File: src/rtl/bpu_stat_pkg.sv
`default_nettype none
// ============================================================================
// Module      : bpu_stat_pkg
// Description : Shared class indices and dump FSM encoding for bpu_stat_ctr.
// Revision    : 1.0 - initial release
// ============================================================================
package bpu_stat_pkg;

    // Instruction classes as assigned by the decode stage (RET = JALR rs1=x1)
    localparam int unsigned CLS_JAL  = 0;
    localparam int unsigned CLS_JALR = 1;
    localparam int unsigned CLS_RET  = 2;
    localparam int unsigned CLS_BEQ  = 3;
    localparam int unsigned CLS_BNE  = 4;
    localparam int unsigned CLS_BLT  = 5;
    localparam int unsigned CLS_BGE  = 6;
    localparam int unsigned CLS_BLTU = 7;
    localparam int unsigned CLS_BGEU = 8;

    localparam logic [1:0] IDLE = 2'd0;
    localparam logic [1:0] DUMP = 2'd1;
    localparam logic [1:0] DONE = 2'd2;

endpackage : bpu_stat_pkg
`default_nettype wire

File: src/rtl/bpu_sat_ctr.sv
`default_nettype none
// ============================================================================
// Module      : bpu_sat_ctr
// Description : Single saturating up-counter with a sat_hit pulse on overflow.
// Revision    : 1.0 - initial release
// ============================================================================
module bpu_sat_ctr #(
    parameter int CNT_W = 32
) (
    input  logic             clk,
    input  logic             rst_n,
    input  logic             clr,
    input  logic             inc,
    output logic [CNT_W-1:0] val,
    output logic             sat_hit
);

    logic [CNT_W-1:0] r_val;
    logic             w_full;

    assign w_full = &r_val;

    always_ff @(posedge clk) begin
        if (!rst_n) begin
            r_val <= '0;
        end else if (clr) begin
            r_val <= '0;
        end else if (inc && !w_full) begin
            r_val <= r_val + 1'b1;
        end
    end

    // An increment that arrives while already at the ceiling is the overflow event
    assign sat_hit = inc && w_full;
    assign val     = r_val;

endmodule : bpu_sat_ctr
`default_nettype wire

File: src/rtl/bpu_stat_ctr.sv
`default_nettype none
// ============================================================================
// Module      : bpu_stat_ctr
// Description : Per-class branch/jump commit and mispredict statistics with a
//               valid/ready end-of-run dump port.
// Revision    : 1.0 - initial release
// ============================================================================
module bpu_stat_ctr
    import bpu_stat_pkg::*;
#(
    parameter int NUM_CLS = 9,
    parameter int CNT_W   = 32,
    parameter int CLS_W   = $clog2(NUM_CLS)
) (
    input  logic               clk,
    input  logic               rst_n,
    input  logic               cmt_vld,
    input  logic [CLS_W-1:0]   cmt_cls,
    input  logic               cmt_miss,
    input  logic               clr,
    input  logic               core_end,
    output logic               dump_vld,
    input  logic               dump_rdy,
    output logic [CLS_W-1:0]   dump_idx,
    output logic [CNT_W-1:0]   dump_all,
    output logic [CNT_W-1:0]   dump_miss,
    output logic               dump_last,
    output logic               dump_done,
    output logic [NUM_CLS-1:0] sat_flag
);

    localparam logic [CLS_W-1:0] C_LAST = CLS_W'(NUM_CLS - 1);

    logic [1:0]         r_state;
    logic [1:0]         w_state_nxt;
    logic [CLS_W-1:0]   r_ptr;
    logic [CLS_W-1:0]   w_ptr_nxt;
    logic [NUM_CLS-1:0] r_sat_flag;

    logic               w_cmt_ok;
    logic [NUM_CLS-1:0] w_inc_all;
    logic [NUM_CLS-1:0] w_inc_miss;
    logic [NUM_CLS-1:0] w_hit_all;
    logic [NUM_CLS-1:0] w_hit_miss;
    logic [CNT_W-1:0]   w_all_val  [NUM_CLS];
    logic [CNT_W-1:0]   w_miss_val [NUM_CLS];

    // Counters only move in IDLE so a dump always sees a frozen snapshot
    assign w_cmt_ok = cmt_vld && !clr && (r_state == IDLE);

    for (genvar g = 0; g < NUM_CLS; g++) begin : g_cls
        assign w_inc_all[g]  = w_cmt_ok && (cmt_cls == CLS_W'(g));
        assign w_inc_miss[g] = w_inc_all[g] && cmt_miss;

        bpu_sat_ctr #(
            .CNT_W   (CNT_W)
        ) u_all_ctr (
            .clk     (clk),
            .rst_n   (rst_n),
            .clr     (clr),
            .inc     (w_inc_all[g]),
            .val     (w_all_val[g]),
            .sat_hit (w_hit_all[g])
        );

        bpu_sat_ctr #(
            .CNT_W   (CNT_W)
        ) u_miss_ctr (
            .clk     (clk),
            .rst_n   (rst_n),
            .clr     (clr),
            .inc     (w_inc_miss[g]),
            .val     (w_miss_val[g]),
            .sat_hit (w_hit_miss[g])
        );
    end

    always_ff @(posedge clk) begin
        if (!rst_n) begin
            r_sat_flag <= '0;
        end else if (clr) begin
            r_sat_flag <= '0;
        end else begin
            r_sat_flag <= r_sat_flag | w_hit_all | w_hit_miss;
        end
    end

    always_ff @(posedge clk) begin
        if (!rst_n) begin
            r_state <= IDLE;
            r_ptr   <= '0;
        end else begin
            r_state <= w_state_nxt;
            r_ptr   <= w_ptr_nxt;
        end
    end

    always_comb begin
        w_state_nxt = r_state;
        w_ptr_nxt   = r_ptr;
        case (r_state)
            IDLE: begin
                if (core_end) begin
                    w_state_nxt = DUMP;
                    w_ptr_nxt   = '0;
                end
            end
            DUMP: begin
                if (dump_rdy) begin
                    if (r_ptr == C_LAST) begin
                        w_state_nxt = DONE;
                    end else begin
                        w_ptr_nxt = r_ptr + 1'b1;
                    end
                end
            end
            DONE: begin
                w_state_nxt = DONE;
            end
            default: begin
                w_state_nxt = IDLE;
                w_ptr_nxt   = '0;
            end
        endcase
        if (clr) begin
            w_state_nxt = IDLE;
            w_ptr_nxt   = '0;
        end
    end

    assign dump_vld  = (r_state == DUMP);
    assign dump_done = (r_state == DONE);
    assign dump_last = dump_vld && (r_ptr == C_LAST);
    assign dump_idx  = r_ptr;
    assign dump_all  = w_all_val[r_ptr];
    assign dump_miss = w_miss_val[r_ptr];
    assign sat_flag  = r_sat_flag;

endmodule : bpu_stat_ctr
`default_nettype wire

File: config.mk
export PLATFORM = sky130hd
export DESIGN_NAME = bpu_stat_ctr
export DESIGN_NICKNAME = d
export VERILOG_FILES = /design/src/rtl/bpu_stat_pkg.sv /design/src/rtl/bpu_sat_ctr.sv /design/src/rtl/bpu_stat_ctr.sv
export SDC_FILE = /design/constraint.sdc
export NUM_CORES = 2
export LEC_CHECK = 0
export BUFFER_PORTS_ARGS = -buffer_cell sky130_fd_sc_hd__buf_2
export CAP_MARGIN = 20
export CORE_MARGIN = 10
export CORE_UTILIZATION = 65
export DETAILED_ROUTE_END_ITERATION = 8
export PLACE_DENSITY = 0.81
export SLEW_MARGIN = 20
export SYNTH_ARGS = -nofsm -noshare
export SYNTH_HDL_FRONTEND = slang
export SYNTH_SLANG_ARGS = --single-unit
File: constraint.sdc
create_clock -name clk -period 4.7 [get_ports clk]
set_clock_uncertainty 0.1 [all_clocks]
set_input_delay 0.47 -clock clk [delete_from_list [all_inputs] [get_ports clk]]
set_output_delay 0.47 -clock clk [all_outputs]
set_load 0.02 [all_outputs]
After elaboration in Yosys (flattened, before gate mapping)
Index checks and enable logic that the tools add are counted.
- output and inout port bits: 80
- bits of input ports: 11
- register bits after elaboration: 591
- logic and storage cells: 174
- reduce and logical (&&, ||, !) cells: 99
- add/subtract/negate cells: 19
- $lt $le $gt $ge: 1
- bitwise gates (word level): 5
- mux-type cells: 14
- equality and inequality tests: 15
- operators with widths (operator ; count):
    32-bit by 1-bit adder with 32-bit output (second input constant) ; 18
    32-bit AND reduction ; 18
    32-bit binary-select mux with 4-bit select ; 2
    32-bit two-way mux ; 4
    1-bit logical AND ; 57
    1-bit zero test ; 19
    9-bit bitwise OR ; 2
    4-bit by 3-bit equality test with 1-bit output (second input constant) ; 4
    4-bit two-way mux ; 3
    4-bit one-hot mux with 3 select lines ; 1
    4-bit by 2-bit equality test with 1-bit output (second input constant) ; 2
    4-bit equality test (second input constant) ; 2
    2-bit two-way mux ; 3
    2-bit one-hot mux with 3 select lines ; 1
    5-bit >= comparator (second input constant) ; 1
    4-bit inverter with 5-bit output ; 1
    4-bit by 1-bit adder with 4-bit output (second input constant) ; 1
    4-bit by 1-bit equality test with 1-bit output (second input constant) ; 1
    4-bit zero test ; 1
    2-bit by 1-bit inequality test with 1-bit output (second input constant) ; 2
    2-bit inequality test (second input constant) ; 2
    4-bit AND reduction ; 1
    3-bit AND reduction ; 1
    2-bit by 1-bit equality test with 1-bit output (second input constant) ; 1
    4 further kinds ; 5

Longest topological paths before layout
- depth in word-level cells: 7
- depth in mapped cells: 10
- mapped depth without buffers: 7

Hierarchy
Synthesis repeated with hierarchy kept, for this count alone.
- cells, all modules: 4453
- area, all modules: 36924.2 sq um
- modules (own cells, without submodules) (module ; times used ; seq. area each (sq um) ; cells an instance ; area an instance (sq um)):
    bpu_sat_ctr ; 18 ; 640.6 ; 213 ; 1745.4
    bpu_stat_ctr ; 1 ; 300.3 ; 619 ; 5506.5

Worst setup path after synthesis
Ideal clock, no wire load.
- kind: register to output
- start: reg r_ptr[1], in the netlist dump_idx[1]
- end: out dump_all[12]
- data arrival time: 2351 ps
- data required time: 4130 ps
- path slack: 1779 ps
- buffers on the path: 3
- cell stages (with the launch flop): 7
- cells stage by stage: dfxtp_1 > clkbuf_1 > buf_2 > buf_1 > mux4_2 > mux2i_1 > o21ai_0
- cells in the longest elaborated chain, start to end: 4
- RTL lines (item ; line ; text):
    start, declared ; bpu_stat_ctr.sv:36 ; logic [CLS_W-1:0] r_ptr;
    start signal, assigned ; bpu_stat_ctr.sv:94 ; r_ptr <= w_ptr_nxt;
    4-bit inverter with 5-bit output (implied by the code) ; bpu_stat_ctr.sv:135 ; assign dump_all = w_all_val[r_ptr];
    32-bit binary-select mux with 4-bit select ; bpu_stat_ctr.sv:135 ;
    32-bit two-way mux (implied by the code) (2 in series) ; bpu_stat_ctr.sv:135 ;
    end, declared ; bpu_stat_ctr.sv:25 ; output logic [CNT_W-1:0] dump_all,
Every way passes these cells. The select of a mux whose other input is x is not followed.

Final worst setup path
- start: reg r_ptr[0], in the netlist dump_idx[0]
- end: out dump_miss[5]
- cells in the longest elaborated chain, start to end: 4
- RTL lines (item ; line ; text):
    4-bit inverter with 5-bit output (implied by the code) ; bpu_stat_ctr.sv:136 ; assign dump_miss = w_miss_val[r_ptr];
    32-bit binary-select mux with 4-bit select ; bpu_stat_ctr.sv:136 ;
    32-bit two-way mux (implied by the code) (2 in series) ; bpu_stat_ctr.sv:136 ;
    end, declared ; bpu_stat_ctr.sv:26 ; output logic [CNT_W-1:0] dump_miss,
Every way passes these cells. The select of a mux whose other input is x is not followed.

==> flow_summary_export.csv <==
group,metric,value,unit
floorplanning,fp.dieH,250,um
synth,synthesis.nets,4143,
clock_tree,post_cts_resized,0,
synth,ys.flop_type,"dfxtp_1",
place,hpwlAfterDp,77900,um
global_routing,antenna_found_initial,4,
clock_tree,cts_made_buffers,61,
global_routing,grt_max_degree,98,
routing,route.detailed.drc,2,
setup_path,cp.arrival,3.34,ns
sta,setup_tns,0,ns
setup_path,worstSetupStartpointType,"flip-flop",
global_routing,grt_overflow,0,
synth,ys_ff_latch,591,
synth,avgSynthCellArea,8.40,sq um
place,gp_congestion,1.04,
place,port-buffer-count,90,
finish,area_delta_synth_final,9.34,%
sta,period_minus_slack,3.91,ns
clock_tree,clockRootBuffer,"clkbuf_16",
global_routing,grt_pass1_vias,29842,
clock_tree,hold_buffers,0,
floorplanning,floorplan.initialDensity,65.6,%
run_status,status,"finished, violations left",
clock_tree,cts_tree,"yes",
setup_path,path_max_fanout,39,
routing,routed_wl,108000,um
place,placed_cell_area,35500,sq um
setup_path,worstSetupPathType,"reg2out",
sta,hold_ws,0.288,ns
synth,synth_cells,4108,
global_routing,grtUsageMet3,6.64,%
synth,ys_seq_area_share,34.3,%
sta,rsz0062_at_grt,"false",
run,drv_cap,0,
synth,synth_top_area_share,34.3,%
sta,hold_viol_final,0,
place,place_ws,1.27,ns
global_routing,grt.busiest_layer,"met2",
finish,final_nets,4119,
routing,postRouteAntennaNets,0,
sta,worst_slew_pin_slew,1.19,ns
routing,vias_per_cell,7.11,
finish,post-route-cell-area,37700,sq um
floorplanning,die_w,250,um
synth,synth_area_leaders,"dfxtp_1 34%, mux4_2 8.4%, a21oi_1 5.6%",
synth,synth_area,34500,sq um
sta,maxSlewHeadroom,19.7,%
clock_tree,path_clk_slew,0.06,ns
global_routing,grt_first_pass_wirelength,170000,um
synth,synth-async-reset-ratio,0,%
global_routing,met2_usage,48.2,%
hold_path,whs_path_depth,3,
synth,synth_edf_count,0,
routing,wl_per_cell,22.5,um
synth,synth.most_common_cell,"dfxtp_1",
floorplanning,dieArea,62700,sq um
setup_path,worstRegToRegCells,7,
pwr,ir_worst_vdd,0.292,mV
clock_tree,clk_path_buf_depth,3,
global_routing,gr-usage-met1,45.2,%
routing,num_vias,34295,
routing,drt-initial-drc-count,4432,
sta,max_freq,256,MHz
routing,dr.pass1.iters,8,
synth,netlist_top_cells_count,"591 x dfxtp_1, 425 x nand2_1, 387 x a21oi_1",
setup_path,crit_path_end_kind,"output pin",
setup_path,critical_path_required,4.13,ns
global_routing,track_usage,33.0,%
floorplanning,ios,91,
clock_tree,h-tree-depth,2,
synth,ys_types,74,
sta,finalWorstSetupSlack,0.790,ns
floorplanning,placementRows,84,
sta,finalCritPeriodShare,83.2,%
clock_tree,insertion_delay,0.66,ns
run_status,violations,"design-rule violations",
clock_tree,cts_setup_buffers,0,
sta,slew_viol_final,0,
floorplanning,core_area,52600,sq um
pwr,power_density,278,nW/um^2
finish,drive_gt1_share,11.0,%
hold_path,hold_class,"in2reg",
synth,synth_top_area_cell,"dfxtp_1",
clock_tree,cts.sinks,591,
synth,synth-warning-count,0,
sta,setup_violations,0,
pwr,p_leak,0.0105,uW
logic make-up (layout without fill, tap and decap cells):
family	count (synthesis)	after routing	share of synthesized area, %
AO/OA/AOI/OAI	1018	1018	17.9
AND/OR/NAND/NOR	1824	1824	29.4
flip-flops	591	591	34.3
XOR/XNOR	86	86	2.18
adder cells (fa/ha/maj)	24	24	0.870
buffers and inverters	319	345	3.56
multiplexers	246	246	11.8
other	0	2	0
flip-flops by register name, indices dropped and copies added, names as in the netlist:
name                  count
g_cls.u_miss_ctr.val    288
dump_idx                  4
r_state                   2
g_cls.u_all_ctr.val     288
sat_flag                  9
cell type report:
cell class	count	area (sq um)
Fill cell	4173	14800
Timing Repair Buffer	154	1030
Multi-Input combinational cell	3198	21600
Tap cell	688	861
Sequential cell	591	11800
Inverter	78	293
Antenna cell	2	5.00
Clock inverter	26	284
Clock buffer	87	1840
report_power, final:
part           total [uW]  internal (uW)  switching (uW)  leakage (uW)
logic                 270           73.8             196       0.00468
clock network        5180           3030            2150       0.00107
registers            5020           5010            9.87       0.00476
total               10500           8110            2360        0.0105
final timing paths:
check                           start                                       to  slack, ns
max          dump_idx[0]$_SDFFE_PP0P_                             dump_miss[5]       0.79
max reg2reg   r_state[0]$_SDFFE_PP0P_  g_cls[3].u_all_ctr.val[31]$_SDFFE_PP0P_       1.34
min reg2reg    sat_flag[1]$_SDFF_PP0_                   sat_flag[1]$_SDFF_PP0_       0.35
min                             rst_n  g_cls[2].u_miss_ctr.val[6]$_SDFFE_PP0P_       0.29
per-stage QoR:
| stage | util [%] | power [uW] | std cells |
|---|---|---|---|
| after global placement | 67.6 | 5390 | 4707 |
| after CTS | 71.7 | 10500 | 4820 |
| after detailed placement | 67.6 | 5390 | 4707 |
| final | 71.8 | 10500 | 4824 |
| after global routing | 71.8 | 10700 | 4822 |
| after floorplan | - | 5300 | 4108 |
layout by cell type (no fill, tap or decap), types with 24 or more instances in the layout:
cell type / instances
nor4_1: 73
dfxtp_1: 587
mux2i_1: 118
o31ai_1: 183
ha_1: 24
o21ai_0: 260
nand4_1: 183
buf_4: 55
nand3_1: 212
and2_1: 29
inv_1: 78
clkbuf_16: 64
a21oi_1: 387
o211ai_1: 31
nor3_1: 63
or3_1: 194
and3_1: 50
nor2_1: 186
or4_1: 209
nand2b_1: 50
and4_1: 61
a31oi_1: 28
buf_2: 90
mux4_2: 128
xnor2_1: 68
nand2_1: 425
critical path: stages, from the launching register on:
cell and delay [ns]:
dfxtp_4 0.72, buf_4 0.53, mux4_2 0.37, mux2i_1 0.09, o21ai_0 0.66, buf_2 0.30
layer usage:
metal  part of all wire (%)  wire length [um]  up-vias
li1                       -                 -    15875
met4                    5.7              6160        4
met3                     11             12300      326
met1                     40             43400    16148
met2                     43             46500     1942
met5                  0.019                21        -
(Power assumes the default switching activity.)
